## config.mk

```make
export PLATFORM = sky130hd
export DESIGN_NAME = pipe_in_arbiter
export DESIGN_NICKNAME = d
export VERILOG_FILES = /design/src/rtl/pipe_arb_pkg.sv /design/src/rtl/pipe_arb_fifo.sv /design/src/rtl/pipe_in_arbiter.sv
export SDC_FILE = /design/constraint.sdc
export NUM_CORES = 1
export LEC_CHECK = 0
export BUFFER_PORTS_ARGS = -buffer_cell sky130_fd_sc_hd__buf_2
export CAP_MARGIN = 20
export CELL_PAD_IN_SITES_DETAIL_PLACEMENT = 0
export CELL_PAD_IN_SITES_GLOBAL_PLACEMENT = 1
export CORE_MARGIN = 2
export CORE_UTILIZATION = 23
export DETAILED_ROUTE_END_ITERATION = 7
export PLACE_DENSITY = 0.57
export SLEW_MARGIN = 20
export SYNTH_ARGS = -nofsm -noshare
export SYNTH_HDL_FRONTEND = slang
export SYNTH_HIERARCHICAL = 1
export SYNTH_SLANG_ARGS = --single-unit
```

## constraint.sdc

```tcl
create_clock -name CLK -period 6.7 [get_ports CLK]
set_clock_uncertainty 0.2 [all_clocks]
set_input_delay 0.335 -clock CLK [delete_from_list [all_inputs] [get_ports CLK]]
set_output_delay 0.335 -clock CLK [all_outputs]
set_load 0.05 [all_outputs]
```

## src/rtl/pipe_arb_pkg.sv

```systemverilog
// Shared types and helpers for the pipe input arbiter.
// Holds default widths, the message struct and the round-robin picker.
package pipe_arb_pkg;

   localparam int ARB_TAGW = 16;
   localparam int ARB_PAYW = 128;

   typedef struct packed {
      logic [ARB_TAGW-1:0] tag;
      logic [ARB_PAYW-1:0] payload;
   } pipe_msg_t;

   localparam int ARB_MSGW = $bits(pipe_msg_t);

   typedef struct packed {
      logic       vld;
      logic [2:0] idx;
   } rr_pick_t;

   // Rotate requests so ptr sits at bit 0, take the lowest set bit,
   // then map that position back to a requester index (n <= 8).
   function automatic rr_pick_t rr_pick(
      input logic [7:0] req,
      input logic [2:0] ptr,
      input int         n
   );
      rr_pick_t   r;
      logic [7:0] rot;
      int         first;
      r     = '0;
      rot   = '0;
      first = -1;
      for (int k = 0; k < 8; k++) begin
         if (k < n) rot[k] = req[3'((int'(ptr) + k) % n)];
      end
      for (int k = 7; k >= 0; k--) begin
         if (rot[k]) first = k;
      end
      if (first >= 0) begin
         r.vld = 1'b1;
         r.idx = 3'((int'(ptr) + first) % n);
      end
      return r;
   endfunction

endpackage

```

## src/rtl/pipe_arb_fifo.sv

```systemverilog
// Small register FIFO holding granted messages until downstream takes them.
// Head reads as zero while empty so nothing stale leaks to the output.
module pipe_arb_fifo
   import pipe_arb_pkg::*;
#(
   parameter int DEPTH = 2,
   parameter int W     = ARB_MSGW
) (
   input  logic                   CLK,
   input  logic                   nRST,
   input  logic                   push,
   input  logic                   pop,
   input  logic [W-1:0]           din,
   output logic [W-1:0]           head,
   output logic [$clog2(DEPTH):0] count
);

   localparam int AW = $clog2(DEPTH);
   localparam int CW = AW + 1;

   logic [W-1:0]  mem_q [DEPTH];
   logic [W-1:0]  mem_d [DEPTH];
   logic [AW-1:0] wr_q, wr_d;
   logic [AW-1:0] rd_q, rd_d;
   logic [CW-1:0] cnt_q, cnt_d;
   logic          push_ok, pop_ok;

   // Next-state for storage, pointers and occupancy.
   always_comb begin
      push_ok = push && (cnt_q != CW'(DEPTH));
      pop_ok  = pop && (cnt_q != '0);
      mem_d   = mem_q;
      if (push_ok) mem_d[wr_q] = din;
      wr_d  = wr_q + AW'(push_ok);
      rd_d  = rd_q + AW'(pop_ok);
      cnt_d = cnt_q + CW'(push_ok) - CW'(pop_ok);
   end

   // State registers; reset discards everything queued.
   always_ff @(posedge CLK or negedge nRST) begin
      if (!nRST) begin
         for (int i = 0; i < DEPTH; i++) mem_q[i] <= '0;
         wr_q  <= '0;
         rd_q  <= '0;
         cnt_q <= '0;
      end else begin
         mem_q <= mem_d;
         wr_q  <= wr_d;
         rd_q  <= rd_d;
         cnt_q <= cnt_d;
      end
   end

   // Head of queue, forced to zero when empty.
   always_comb begin
      head  = (cnt_q == '0) ? '0 : mem_q[rd_q];
      count = cnt_q;
   end

endmodule

```

## src/rtl/pipe_in_arbiter.sv

```systemverilog
// Round-robin share of one PipeIn request pipe among NREQ requesters.
// Optional per-requester accept counters: define PIPE_ARB_STATS_EN.
module pipe_in_arbiter
   import pipe_arb_pkg::*;
#(
   parameter int NREQ  = 4,
   parameter int DEPTH = 2,
   parameter int TAGW  = ARB_TAGW,
   parameter int PAYW  = ARB_PAYW,
   localparam int W    = TAGW + PAYW
) (
   input  logic              CLK,
   input  logic              nRST,
   input  logic [NREQ-1:0]   in_req,
   input  logic [NREQ-1:0]   in_enq__ENA,
   input  logic [NREQ*W-1:0] in_enq_v,
   output logic [NREQ-1:0]   in_enq__RDY,
   output logic              out_enq__ENA,
   output logic [W-1:0]      out_enq_v,
   input  logic              out_enq__RDY,
   output logic              arb_busy
`ifdef PIPE_ARB_STATS_EN
   ,
   input  logic              stat_clr,
   output logic [NREQ*16-1:0] stat_cnt
`endif
);

   localparam int CW = $clog2(DEPTH) + 1;

   logic [2:0]    rr_ptr_q, rr_ptr_d;
   logic [CW-1:0] cnt;
   logic [W-1:0]  head;
   logic [W-1:0]  push_data;
   logic          accept;
   rr_pick_t      pick;

   // Grant depends only on in_req, rr_ptr and occupancy; RDY drops
   // the instant reset asserts.
   always_comb begin
      pick = rr_pick(8'(in_req), rr_ptr_q, NREQ);
      for (int i = 0; i < NREQ; i++) begin
         in_enq__RDY[i] = nRST && pick.vld
                          && (pick.idx == 3'(i))
                          && (cnt < CW'(DEPTH));
      end
   end

   // Select the granted requester's message and advance the pointer
   // past the winner on an accept.
   always_comb begin
      accept    = |(in_enq__ENA & in_enq__RDY);
      push_data = '0;
      for (int i = 0; i < NREQ; i++) begin
         if (in_enq__RDY[i]) push_data = in_enq_v[i*W +: W];
      end
      rr_ptr_d = rr_ptr_q;
      if (accept) begin
         rr_ptr_d = (pick.idx == 3'(NREQ-1)) ? 3'd0 : pick.idx + 3'd1;
      end
   end

   // Round-robin pointer register.
   always_ff @(posedge CLK or negedge nRST) begin
      if (!nRST) rr_ptr_q <= '0;
      else       rr_ptr_q <= rr_ptr_d;
   end

   pipe_arb_fifo #(
      .DEPTH (DEPTH),
      .W     (W)
   ) u_fifo (
      .CLK   (CLK),
      .nRST  (nRST),
      .push  (accept),
      .pop   (out_enq__ENA),
      .din   (push_data),
      .head  (head),
      .count (cnt)
   );

   // Downstream drain and busy flag.
   always_comb begin
      out_enq__ENA = (cnt != '0) && out_enq__RDY;
      out_enq_v    = head;
      arb_busy     = (cnt != '0);
   end

`ifdef PIPE_ARB_STATS_EN
   logic [15:0] stat_q [NREQ];
   logic [15:0] stat_d [NREQ];

   // Per-requester accept counters; clear beats a coincident accept.
   always_comb begin
      stat_d = stat_q;
      for (int i = 0; i < NREQ; i++) begin
         if (stat_clr)
            stat_d[i] = '0;
         else if (in_enq__ENA[i] && in_enq__RDY[i])
            stat_d[i] = stat_q[i] + 16'd1;
      end
   end

   // Counter registers.
   always_ff @(posedge CLK or negedge nRST) begin
      if (!nRST) begin
         for (int i = 0; i < NREQ; i++) stat_q[i] <= '0;
      end else begin
         stat_q <= stat_d;
      end
   end

   // Flatten counters onto the output bus.
   always_comb begin
      for (int i = 0; i < NREQ; i++) stat_cnt[i*16 +: 16] = stat_q[i];
   end
`endif

`ifdef PIPE_ARB_ASSERT
   // Strobes without a matching grant are dropped; flag them.
   always_ff @(posedge CLK) begin
      if (nRST) begin
         assert ((in_enq__ENA & ~in_enq__RDY) == '0)
            else $error("in_enq__ENA without in_enq__RDY: %b", in_enq__ENA);
      end
   end
`endif

endmodule

```

==> key figures, run 1 <==
Run status
  – Status: complete, no violations

GRT
  – Initial antenna violation count: 2
  – Vias in the first global route: 17.3k
  – Remaining global-route overflow: 0
  – Total track usage: 0.169
  – First-pass GRT wire length: 107000 um
  – Largest net degree at the start of global routing: 93

Timing
  – Post-layout min period: 4.91 ns
  – Fin. Hold Viols: 0
  – Max transition margin: 0.373
  – Setup Viol. Count Final: 0
  – Setup repair after global routing missed its margin: no
  – Tcrit/Tclk final: 0.732
  – Slew @ Worst Pin: 0.941 ns
  – Setup TNS: 0 ns
  – Slew Viols, Final: 0
  – Fmax: 204 MHz

Power and ir drop
  – Internal power: 7.07 mW
  – Worst vdd ir: 0.492 mV
  – Net Sw Power: 7.16 mW
  – Sw frac: 0.503
  – Logic pwr share: 0.683
  – Pleak: 11.7 nW
  – Reg power frac: 0.188
  – Pwr Density: 603 nW/um2
  – Clock share of power: 0.129

Final layout
  – Fillers: 8356
  – Proportion of layout cells with a drive suffix above 1: 0.480
  – Post-layout util: 0.304
  – Most frequent cells in the layout: buf_2, dfrtp_1, mux2_2
  – Layout area overhead: 30.5%
  – Design area: 23600 um2
  – Commonest non-fill, non-tap cell in the layout: buf_2
  – Nets: 2905

Yosys
  – Mapped Cells: 1677
  – Synthesized area per cell: 10.8 um2
  – Dominant cell type by area after synthesis: dfrtp_1
  – Top area cells in the synthesized netlist: dfrtp_1, mux2_2, mux2i_1, a221o_1, mux2_4
  – Yosys warnings: 6
  – Netlist cell types: 34
  – Async SR Flop Fraction: 1.00
  – Predominant post-synthesis flop cell: dfrtp_1
  – Net Count, Synth: 2274
  – Seq cells post-synth: 294
  – Sequential area share after synthesis: 0.407
  – Post-Synthesis Cell Area: 18100 um2
  – Post-synth top area share: 0.407
  – EDFF count, synth: 0

Drt
  – Total wire length: 71000 um
  – 1st-iter DRT viols: 763
  – DR pass1 iterations: 4
  – Via-to-Cell Ratio: 4.79
  – Overall via count from detail_route: 16.1k
  – WL per Instance: 21.1 um
  – Drt drc: 0
  – Routed Antenna Nets: 0

Worst setup path
  – Worst Setup End Kind: register
  – WS Path Type: register to register
  – CP Data Arrival Time: 5.12 ns
  – Crit-path max FO: 67
  – Critical Path RT: 6.91 ns
  – CP startpoint kind: register

CTS
  – Max Root-Sink Buffers: 3
  – Clk sinks: 294
  – Total CTS buffers: 36
  – Post_cts resized: 0
  – Clk_lat worst skew: 0.53 ns
  – H-tree levels: 2
  – Worst-path clk slew: 0.06 ns
  – CTS tree: built
  – Root Driver: clkbuf_16

Place
  – Placed cell areas: 22500 um2
  – Final GP Congestion: 0.953
  – IO Port Bufs: 736
  – HPWL Detailed: 53000 um

Floorplanning
  – Die Y: 284 um
  – I/O Pins: 737
  – Starting Density: 0.233
  – Core footprint: 77600 um2
  – DIE WIDTH: 284 um
  – Rows: 102
  – Die Area: 80800 um2

Run
  – Max-cap violations: 0

Worst hold path
  – Tightest Hold Check Type: input pin to register
==> worst max-delay path, cell delays in order, from the launching register on <==
cell and delay, ns:
dfrtp_1 0.45, nand2b_1 0.13, a21oi_1 0.06, a311oi_1 0.26, a21oi_1 0.08, ha_1 0.28, nand2_1 0.12, inv_1 0.18
ha_4 0.71, a22oi_1 0.24, a21oi_2 0.31, o21a_1 0.27, ha_4 0.67, buf_12 0.35, mux2_2 0.38
==> area by class of cell <==
class / count / area [um2] / share of cell area
Inverter: 14 / 62.6 / 0.00265
Antenna cell: 1 / 2.50 / 0.000106
Clock buffer: 51 / 1050 / 0.0445
Clock inverter: 6 / 37.5 / 0.00159
Tap cell: 1040 / 1300 / 0.0552
Multi-Input combinational cell: 1196 / 9730 / 0.413
Sequential cell: 294 / 7360 / 0.312
Timing Repair Buffer: 766 / 4030 / 0.171
==> through the flow <==
stage	power, mW	hold WS (ns)	worst slack (ns)	instances
2_1_floorplan	9.93	-0.161	3.27	1677
3_5_place_dp	12.5	0.137	1.76	3309
5_1_grt	15.3	0.0664	1.42	3367
6_report	14.2	0.0696	1.79	3368
4_1_cts	14.4	0.0272	1.76	3367
3_3_place_gp	12.4	0.123	1.76	3309
==> kinds of logic (layout without fill, tap and decap cells) <==
group / Yosys count / after routing / synth area share
other: 0 / 1 / 0
AO/OA/AOI/OAI: 444 / 444 / 0.184
adder cells (fa/ha/maj): 10 / 10 / 0.00693
flip-flops: 294 / 294 / 0.407
AND/OR/NAND/NOR: 302 / 302 / 0.0650
multiplexers: 436 / 436 / 0.277
buffers and inverters: 187 / 837 / 0.0582
XOR/XNOR: 4 / 4 / 0.00194
==> final timing paths <==
path                       cells after the start                             to  slack, ns                           from
min                                            4   u_fifo/mem_q[53]$_DFFE_PN0P_       0.07                  in_enq_v[485]
max                                           14  u_fifo/mem_q[180]$_DFFE_PN0P_       1.79        rr_ptr_q[1]$_DFFE_PN0P_
max in group asynchronous                      4   u_fifo/mem_q[71]$_DFFE_PN0P_       3.96                           nRST
max reg2reg                                   14  u_fifo/mem_q[180]$_DFFE_PN0P_       1.79        rr_ptr_q[1]$_DFFE_PN0P_
min in group asynchronous                      2   u_fifo/mem_q[38]$_DFFE_PN0P_       0.12                           nRST
min reg2reg                                    1  u_fifo/mem_q[257]$_DFFE_PN0P_       0.30  u_fifo/mem_q[257]$_DFFE_PN0P_
==> repair_timing <==
action                                  CTS  global route
endpoints found under the setup margin    0             0
hold buffers                              1             0
setup buffers                             0             0
endpoints found under the hold margin    61             0
==> power by group through the flow <==
stage          Sequential (mW)  Clock [mW]  Combinational, mW
6_report                  2.68        1.83               9.71
2_1_floorplan             2.57           0               7.35
3_5_place_dp              2.71           0               9.79
5_1_grt                   2.76        1.98               10.5
3_3_place_gp              2.68           0               9.72
4_1_cts                   2.68        1.92               9.81
==> synth_stat cells (2+ instances only) <==
cell type / number
a22oi_1: 2
inv_2: 2
o21ai_0: 3
inv_1: 12
buf_2: 48
mux2i_1: 146
nor2_1: 149
buf_6: 33
buf_4: 11
mux2_2: 217
xnor2_1: 3
clkbuf_1: 67
a221o_1: 144
a21oi_1: 146
ha_1: 10
nand2_1: 146
buf_1: 14
dfrtp_1: 294
o211ai_1: 144
mux2_4: 72
==> state kept, by name, summed over array words and instances (netlist names) <==
name and cells:
u_fifo/mem_q 288, rr_ptr_q 2, u_fifo/count 2, u_fifo/rd_q 1, u_fifo/wr_q 1
==> metal layers <==
metal / share of wire / global-route usage / vias to the layer above
li1: - / - / 7505
met1: 0.43 / 0.212 / 8010
met2: 0.50 / 0.300 / 529
met3: 0.052 / 0.0305 / 79
met4: 0.020 / 0.0389 / 0
met5: 0 / 0 / -
Note: power is estimated with default switching activity, not from simulation.
==> inputs of run 2 (changes only) <==
- ABC_AREA: not set -> 1
- PLACE_DENSITY: 0.57 -> 0.62
- clock period: 6.7 -> 4.4 ns (I/O delays scaled with it)
==> key figures, run 2 <==
Worst setup path
  – Critical Path Max Stage Delay: 0.60 ns (-0.11 ns)
  – Reg2Reg Depth: 20 (+6)
  – WS Path Type: register to register
  – Worst r2r dst: u_fifo/mem_q[135]$_DFFE_PN0P_
  – Reg-to-reg setup timing slack: 0.23 ns (-1.56 ns)
  – Critical path's slowest cell: dlygate4sd3_1
  – CP Data Arrival Time: 4.45 ns (-0.67 ns)
  – CP cell instances: buf_4 -> nand2_1 -> nand2_1 -> o21ai_1 -> nor2_1 -> ha_1 -> or2_2 -> nand3_2 -> inv_1 -> ha_1 -> inv_1 -> nor2_4 -> clkbuf_16 -> nand2_8 -> buf_12 -> nand3_1 -> a21oi_1 -> dlygate4sd3_1 -> nand2_1 -> o21ai_0
  – Critical Path RT: 4.68 ns (-2.23 ns)
  – R2r startpoint: rr_ptr_q[0]$_DFFE_PN0P_
  – CP delay by family, top: buffers and inverters
  – Crit path buffers/inverters: 6 (+4)
  – Crit-path max FO: 38 (-43%)
  – CP startpoint kind: register
  – Top cell by count, worst path: nand2_1
  – Worst Setup End Kind: register

Timing
  – Tcrit/Tclk final: 0.948 (+0.215)
  – Max transition margin: 0.403 (+0.0298)
  – Hold slack: 0.00720 ns (-0.0624 ns)
  – Setup TNS: 0 ns (unchanged)
  – Fmax: 240 MHz (+18%)
  – Final worst slack: 0.231 ns (-1.56 ns)
  – Setup Viol. Count Final: 0 (unchanged)
  – Fin. Hold Viols: 0 (unchanged)
  – Slew Viols, Final: 0 (unchanged)
  – Post-layout min period: 4.17 ns (-0.737 ns)
  – Slew @ Worst Pin: 0.896 ns (-0.0448 ns)

CTS
  – Worst-path clk slew: 0.06 ns (about the same)
  – Clk_lat worst skew: 0.56 ns (+0.03 ns)
  – H-tree levels: 2 (unchanged)
  – CTS tree: built
  – Root Driver: clkbuf_16
  – Total CTS buffers: 39 (+8.3%)
  – Max Root-Sink Buffers: 3 (unchanged)
  – Clk sinks: 294 (unchanged)

Drt
  – Drt drc: 0 (unchanged)
  – Routed Antenna Nets: 0 (unchanged)
  – DR pass1 iterations: 7 (+3)
  – 1st-iter DRT viols: 2113 (+180%)
  – WL per Instance: 18.8 um (-11%)
  – Total wire length: 103000 um (+45%)
  – Overall via count from detail_route: 25.2k (+56%)
  – Via-to-Cell Ratio: 4.60 (-4.0%)

Yosys
  – Async SR Flop Fraction: 1.00 (unchanged)
  – Net Count, Synth: 3864 (+70%)
  – EDFF count, synth: 0 (unchanged)
  – Mapped Cells: 3267 (+95%)
  – Sequential area share after synthesis: 0.352 (-0.0555)
  – Dominant cell type by area after synthesis: dfrtp_1
  – Synthesized area per cell: 6.40 um2 (-41%)
  – Synth cell count leaders: nand2_1, inv_1, o21ai_0
  – Predominant post-synthesis flop cell: dfrtp_1
  – Post-Synthesis Cell Area: 20900 um2 (+16%)
  – Yosys warnings: 6 (unchanged)
  – Count leader, synth: nand2_1
  – Post-synth top area share: 0.352 (-0.0555)
  – Top area cells in the synthesized netlist: dfrtp_1, nand2_1, inv_1, o21ai_0, nand4_1
  – Seq cells post-synth: 294 (unchanged)
  – Netlist cell types: 26 (-24%)

GRT
  – Vias in the first global route: 25.3k (+46%)
  – Largest net degree at the start of global routing: 135 (+45%)
  – First-pass GRT wire length: 151000 um (+41%)
  – Remaining global-route overflow: 0 (unchanged)
  – Initial antenna violation count: 18 (+16)
  – Total track usage: 0.208 (+0.0386)

Place
  – Pre-CTS setup slack: -0.0770 ns (-1.84 ns)
  – Final GP Congestion: 0.880 (-7.7%)
  – HPWL Detailed: 68200 um (+29%)
  – Dpl cells: 4986 (+51%)
  – IO Port Bufs: 736 (unchanged)
  – Placed cell areas: 25400 um2 (+13%)

Power and ir drop
  – Sw frac: 0.573 (+0.0701)
  – Worst vdd ir: 0.566 mV (+15%)
  – Logic pwr share: 0.689 (+0.006)
  – Reg power frac: 0.175 (-0.013)
  – Pleak: 15.4 nW (+31%)
  – Total power: 24.0 mW (+69%)
  – Pwr Density: 771 nW/um2 (+28%)
  – Net Sw Power: 13.8 mW (+92%)
  – Internal power: 10.2 mW (+45%)
  – Clock share of power: 0.136 (+0.007)

Final layout
  – Fin cells: 5487 (+63%)
  – Reg with most FFs: u_fifo/mem_q
  – Largest register FFs: 288 (unchanged)
  – Most frequent cells in the layout: nand2_1, buf_2, inv_1
  – Design area: 31100 um2 (+32%)
  – Layout area overhead: 48.8%
  – Commonest non-fill, non-tap cell in the layout: nand2_1
  – Proportion of layout cells with a drive suffix above 1: 0.217 (-0.264)
  – Nets: 4873 (+68%)
  – Post-layout util: 0.346 (+0.0419)

Worst hold path
  – Worst hold start: in_enq_v[285]
  – Tightest Hold Check Type: input pin to register
  – Hold Path Stages: 7 (+3)
  – WHS Endpoint: u_fifo/mem_q[141]$_DFFE_PN0P_

Floorplanning
  – DIE WIDTH: 306 um (+7.5%)
  – Die Y: 306 um (+7.5%)
  – I/O Pins: 737 (unchanged)
  – Die Area: 93400 um2 (+16%)
  – Core footprint: 90000 um2 (+16%)
  – Starting Density: 0.232 (-0.000427)
  – Rows: 110 (+7.8%)

Run
  – Max-cap violations: 0 (unchanged)

Run status
  – Status: complete, no violations
-- run 2: cell count changes in the layout (fill, tap and decap cells not counted), moves of 209 or more --
cell           delta
nand3_1         +209
nand2_1         +906
inv_1           +516
dlygate4sd3_1   +405
nand4_1         +218
o21ai_0         +333
mux2_2          -217
-- run 2: cell families (layout without fill, tap and decap cells) --
group / after synthesis / after routing / share of synthesized area
flip-flops: 294 / 294 / 0.352
AO/OA/AOI/OAI: 583 / 583 / 0.142
AND/OR/NAND/NOR: 1578 / 1581 / 0.328
adder cells (fa/ha/maj): 10 / 10 / 0.00598
buffers and inverters: 801 / 1833 / 0.173
other: 0 / 9 / 0
XOR/XNOR: 1 / 1 / 0.000419
-- run 2: how the worst max path moves through the flow --
stage | end | depth (start not counted) | start | slack (ns)
2_1_floorplan | u_fifo/mem_q[107]$_DFFE_PN0P_ | 20 | rr_ptr_q[0]$_DFFE_PN0P_ | 0.58
3_3_place_gp | u_fifo/mem_q[30]$_DFFE_PN0P_ | 20 | rr_ptr_q[0]$_DFFE_PN0P_ | 0.06
3_5_place_dp | u_fifo/mem_q[28]$_DFFE_PN0P_ | 20 | rr_ptr_q[0]$_DFFE_PN0P_ | -0.08
4_1_cts | u_fifo/mem_q[135]$_DFFE_PN0P_ | 20 | rr_ptr_q[0]$_DFFE_PN0P_ | 0.02
5_1_grt | u_fifo/mem_q[193]$_DFFE_PN0P_ | 23 | rr_ptr_q[0]$_DFFE_PN0P_ | -0.01
6_report | u_fifo/mem_q[135]$_DFFE_PN0P_ | 20 | rr_ptr_q[0]$_DFFE_PN0P_ | 0.23
-- run 2: final cells by class --
class	count	area (um2)
antenna	9	22.5
inverter	535	2020
clock inverter	11	155
timing repair buffer	1231	8880
sequential	294	7360
multi-input combinational	2175	10100
tap	1176	1470
clock buffer	56	1130
fill	9891	58900
-- run 2: power by group through the flow --
stage / sequential, mW / clock [mW] / combinational, mW
6_report: 4.21 / 3.26 / 16.5
3_5_place_dp: 4.25 / 0 / 15.3
2_1_floorplan: 4.07 / 0 / 10.4
4_1_cts: 4.21 / 3.39 / 16.1
5_1_grt: 4.33 / 3.49 / 18.0
3_3_place_gp: 4.24 / 0 / 15.3
-- run 2: worst reg2reg max path, delay by kind of cell (launching register included) --
family          cells  cell delay (ns)
flops               1             0.45
simple gates        9             1.08
compound gates      3             0.46
buf+inv             6             1.43
fa+ha+maj           2             0.49
-- run 2: metal layers --
metal  GRT usage  part of all wire  wire [um]  up-vias
met3      0.0444             0.065       6760      208
met5           0           0.00060         62        -
li1            -                 -          -    12400
met1       0.257              0.42      43600    11700
met4      0.0943             0.042       4330       10
met2       0.346              0.47      48500      922
-- run 2: timing repair --
item                       CTS  global route
resized for setup            3            15
setup endpoints to repair   73           272
hold buffers               406             0
pin swaps                    2             2
setup buffers                1            11
hold endpoints to repair   340             0
gates cloned                 1             6
